<file path="src/rtl/sar_search.sv">
// Successive-approximation search: recovers the comparator's `a` operand one bit per
// cycle by driving trial values on `b` and watching the `a < trial` flag.
module sar_search #(
    parameter int WIDTH = 4
) (
    input  logic             clk,
    input  logic             rst,
    input  logic             go,
    input  logic             lt,
    output logic [WIDTH-1:0] trial,
    output logic             busy,
    output logic             done,
    output logic [WIDTH-1:0] result
);

    typedef enum logic {
        IDLE = 1'b0,
        TEST = 1'b1
    } state_t;

    localparam logic [WIDTH-1:0] MSB_ONLY = {1'b1, {(WIDTH-1){1'b0}}};
    localparam logic [WIDTH-1:0] LSB_ONLY = {{(WIDTH-1){1'b0}}, 1'b1};

    state_t           state_q, state_d;
    logic [WIDTH-1:0] trial_q, trial_d;
    logic [WIDTH-1:0] mask_q,  mask_d;
    logic [WIDTH-1:0] result_q, result_d;
    logic             done_q,  done_d;
    logic [WIDTH-1:0] kept;

    always_ff @(posedge clk or posedge rst) begin
        if (rst) begin
            state_q  <= IDLE;
            trial_q  <= '0;
            mask_q   <= '0;
            result_q <= '0;
            done_q   <= 1'b0;
        end else begin
            state_q  <= state_d;
            trial_q  <= trial_d;
            mask_q   <= mask_d;
            result_q <= result_d;
            done_q   <= done_d;
        end
    end

    // A set lt means the trial overshot, so the bit under test is dropped.
    always_comb begin
        kept     = lt ? (trial_q & ~mask_q) : trial_q;
        state_d  = state_q;
        trial_d  = trial_q;
        mask_d   = mask_q;
        result_d = result_q;
        done_d   = 1'b0;

        case (state_q)
            IDLE: begin
                if (go) begin
                    trial_d = MSB_ONLY;
                    mask_d  = MSB_ONLY;
                    state_d = TEST;
                end
            end
            TEST: begin
                if (mask_q == LSB_ONLY) begin
                    result_d = kept;
                    done_d   = 1'b1;
                    trial_d  = '0;
                    mask_d   = '0;
                    state_d  = IDLE;
                end else begin
                    trial_d = kept | (mask_q >> 1);
                    mask_d  = mask_q >> 1;
                end
            end
            default: begin
                state_d = IDLE;
                trial_d = '0;
                mask_d  = '0;
            end
        endcase
    end

    assign trial  = trial_q;
    assign busy   = (state_q == TEST);
    assign done   = done_q;
    assign result = result_q;

endmodule

</file>
<file path="config.mk">
export PLATFORM = sky130hd
export DESIGN_NAME = sar_search
export DESIGN_NICKNAME = d
export VERILOG_FILES = /design/src/rtl/sar_search.sv
export SDC_FILE = /design/constraint.sdc
export NUM_CORES = 1
export LEC_CHECK = 0
export BUFFER_PORTS_ARGS = -buffer_cell sky130_fd_sc_hd__clkbuf_2
export CORE_MARGIN = 3
export CORE_UTILIZATION = 35
export DETAILED_ROUTE_END_ITERATION = 10
export SLEW_MARGIN = 10
export SYNTH_ARGS = -nofsm -noshare
export SYNTH_HDL_FRONTEND = slang
export SYNTH_SLANG_ARGS = --single-unit
export TNS_END_PERCENT = 20
</file>
<file path="constraint.sdc">
create_clock -name clk -period 4.6 [get_ports clk]
set_input_delay 0 -clock clk [delete_from_list [all_inputs] [get_ports clk]]
set_output_delay 0 -clock clk [all_outputs]
set_load 0.02 [all_outputs]
</file>
[Word-level counts from Yosys, hierarchy flattened]
Index checks and enable logic that the tools add are counted.
Storage, ports and cells
  input bits: 4
  word-level logic and storage cells: 23
  output and inout port bits: 10
  register bits after elaboration: 14
Cells by class
  reduce and logical (&&, ||, !) cells: 1
  bitwise logic cells: 4
  mux-type cells: 11
  equality and inequality tests: 2
Operator list (number)
  $pmux W4 S2: 2
  $mux W4: 3
  $and A4 B4 Y4: 1
  $eq A4 B1 Y1 const B: 1
  $mux W1: 4
  $not A4 Y4: 1
  $or A4 B3 Y4: 1
  $mux W3: 1
  $ne A2 B2 Y1 const B: 1
  $pmux W1 S2: 1
  $reduce_and A2 Y1: 1
  $not A1 Y1: 1

[Logic depth before layout (Yosys ltp)]
  word-level depth: 6
  gate-level depth with buffers: 4
  mapped depth without buffers: 3

[Worst setup path after synthesis]
No wires, ideal clock.
  kind: register to register
  start: register mask_q[2]
  end: register result_q[3], in the netlist result[3]
  required time: 4.475 ns
  setup slack: 3.108 ns
  period minus slack after synthesis: 1.492 ns
  setup time: 0.125 ns
  stages on the path, launching flop included: 5
  path buffers: 1
  data arrival time: 1.367 ns
  path through: dfrtp_1 > nor4b_4 > and2_0 > buf_4 > mux2_4
On the way
  longest elaborated chain between the ends: 2
RTL lines
  start: declaration: line 26  | logic [WIDTH-1:0] mask_q, mask_d;
  start signal: assignment: line 41  | mask_q <= mask_d;
  $eq A4 B1 Y1: line 65  | if (mask_q == LSB_ONLY) begin
  $reduce_and A2 Y1 (no source line)
  end signal: assignment: line 42  | result_q <= result_d;
  end: declaration: line 27  | logic [WIDTH-1:0] result_q, result_d;
No other way between the ends.
A chain may end at the register's enable or synchronous reset.

[Worst setup path after layout]
Ends and elaborated chain as after synthesis.

==> impl_metrics.ini <==
[status]
status = completed

[clock_tree]
cts.clk_slew.worst_paths_ns = 0.08
cts_made_buffers = 3
cts-root-buf = clkbuf_4
clk_path_buf_depth = 2
cts-htree-levels = 1
clk_latency_ns = 0.28
cts_setup_buffers = 0
cts_tree = built
clock_sinks = 14

[grt]
grt_pass1_wl_um = 1820
grt_pass1_vias = 427
antenna_found_initial = 0
grt-ovfl-total = 0
grt_max_degree = 18
grt_util_all_layers = 0.121

[power]
vdd_ir_drop_max_mv = 0.277
p_sw_mw = 0.195
p_leak_nw = 0.341
cellPowerDensity_nw_per_um2 = 672
seq_power_share = 0.465
internal-power_mw = 0.284
switching_share = 0.407
power_mw = 0.479
pwr-share-comb = 0.354
clkPwrFrac = 0.181

[floorplanning]
die_h_um = 46.8
num_rows = 14
io_pins = 14
dieWidth_um = 46.8
core_sq_um = 1540
initial_utilization = 0.378
die_area_sq_um = 2190

[finish]
n_antenna_cell = 0
fillerInstances = 152
multi_input_area_sq_um = 206
final_nets = 74
syn_to_final_growth_pct = 22.3
final_common_cell = dfrtp_1
final_cell_mix = dfrtp_1, clkbuf_2, nor2_1, o21ai_0, inv_1
final_util = 0.463
drive_gt1_frac = 0.275
instances_no_fill = 85
seq_area_sq_um = 350

[flow_run]
cap_violations = 0

[timing]
fin_crit_ns = 1.69
fin_setup_tns_ns = 0
finalSetupViolations = 0
max-slew-margin-rel = 0.655
worst_clock_skew_ns = 0.00329
fin_crit_sh = 0.368
finalMaxSlewViolations = 0
worstMarginPinSlew_ns = 0.517
rsz0062_at_grt = no
max_freq_ghz = 0.590
hold_viol_final = 0

[logic_synthesis]
synth_top_family_by_area = simple AND/OR/NAND/NOR gates
yosysWarnings = 0
ys_types = 18
synth_nets = 56
syn_area_sq_um = 583
avgSynthCellArea_sq_um = 11.2
synthSimpleGateAreaFrac = 0.180
synthXorXnorAreaFrac = 0
syn-instance-count = 52
synth-compound-area-share = 0.148
synthAdderAreaFrac = 0
synthMuxAreaShare = 0.0258
yosysSeqAreaShare = 0.601
ys_ff_latch = 14

[detailed_routing]
wl_per_cell_um = 13.1
drtPass1Iterations = 4
drc = 0
wl_um = 1110
ant_nets = 0
vias = 454
first_iter_violations = 12
viasPerCell = 5.34

[setup_path]
cpMaxStageDelayCell = dfrtp_1
worstSetupEndpointType = flop
r2r_cells = 3
crit_type = reg -> reg
worst_ep_required_time_ns = 4.77
path_max_fanout = 7
max_stage_delay_ns = 0.45
critPathLaunchType = flop
r2r_end = result[3]$_DFFE_PP0P_
r2r_start = mask_q[2]$_DFFE_PP0P_
regToRegSetupSlack_ns = 2.91
cp_cell_sequence = nor4b_4 -> and2_0 -> mux2_4
arrival_ns = 1.86

[place]
portBuffers = 13
placedCellCount = 79
hpwlAfterDp_um = 780
gp_congestion = 0.844

[min_path]
worstHoldStart = lt
hp-class = in -> reg
hold_path_end = trial[0]$_DFFE_PP0P_
holdPathStages = 4
==> synth_stat cells <==
cell type | count | area share
a21boi_0 | 1 | 0.013
a22o_1 | 3 | 0.045
a22oi_1 | 3 | 0.039
and2_0 | 1 | 0.011
buf_4 | 1 | 0.013
clkbuf_1 | 1 | 0.0064
dfrtp_1 | 14 | 0.60
inv_1 | 4 | 0.026
mux2_4 | 1 | 0.026
nand2_1 | 3 | 0.019
nand3_1 | 3 | 0.026
nand4_1 | 3 | 0.032
nor2_1 | 5 | 0.032
nor2b_1 | 1 | 0.011
nor3_1 | 1 | 0.0086
nor4b_4 | 1 | 0.041
o21ai_0 | 5 | 0.043
o21ai_1 | 1 | 0.0086
==> registers in the layout, summed over array words and instances, names as in the netlist <==
| register | cells |
|---|---|
| result | 4 |
| trial | 4 |
| busy | 1 |
| done | 1 |
| mask_q | 4 |
==> critical path: cells and delay by family (launching register included) <==
family	cells	cell delay [ns]
muxes	1	0.33
and+or+nand+nor	2	0.81
DFF	1	0.45
==> how the worst max path moves through the flow <==
stage / from / to / slack (ns) / depth (start not counted)
5_1_grt: mask_q[2]$_DFFE_PP0P_ / result[3]$_DFFE_PP0P_ / 2.81 / 3
2_1_floorplan: mask_q[2]$_DFFE_PP0P_ / result[3]$_DFFE_PP0P_ / 3.11 / 4
3_5_place_dp: mask_q[2]$_DFFE_PP0P_ / result[3]$_DFFE_PP0P_ / 2.90 / 3
4_1_cts: mask_q[2]$_DFFE_PP0P_ / result[3]$_DFFE_PP0P_ / 2.89 / 3
3_3_place_gp: mask_q[2]$_DFFE_PP0P_ / result[3]$_DFFE_PP0P_ / 2.95 / 3
6_report: mask_q[2]$_DFFE_PP0P_ / result[3]$_DFFE_PP0P_ / 2.91 / 3
==> layer usage <==
layer	track usage	vias to the layer above	routed length, um
met5	0	-	0
met4	0.0331	0	9
met3	0.0575	2	75
met2	0.190	15	505
met1	0.150	218	520
li1	-	219	-
==> kinds of logic after synthesis <==
family / count (synthesis)
DFF: 14
muxes: 1
and+or+nand+nor: 18
AOI/OAI and AO/OA: 13
buffers and inverters: 6
==> repair_timing <==
item | in CTS | in global routing
hold buffers | 2 | 0
resized for setup | 0 | 0
endpoints found under the hold margin | 16 | 0
==> per-stage QoR <==
stage	worst slack, ns	cell area, sq um	hold WS, ns
after floorplan	3.11	583	-0.111
after global placement	2.95	657	0.0394
after detailed placement	2.90	657	0.0494
after CTS	2.89	713	0.0819
after global routing	2.81	713	0.125
final	2.91	713	0.0880
==> power groups by stage <==
stage	logic [mW]	clock network, mW	registers, mW
after floorplan	0.0859	0	0.253
after global placement	0.171	0	0.225
after detailed placement	0.170	0	0.225
after CTS	0.172	0.0895	0.222
after global routing	0.189	0.0970	0.232
final	0.170	0.0867	0.223
==> cell type report <==
class,instances,share of cell area
tap,16,0.0281
sequential,14,0.491
timing repair buffer,15,0.119
clock buffer,4,0.0509
multi-input combinational,32,0.289
inverter,4,0.0211
No activity file was read; power rests on OpenSTA's default activity.
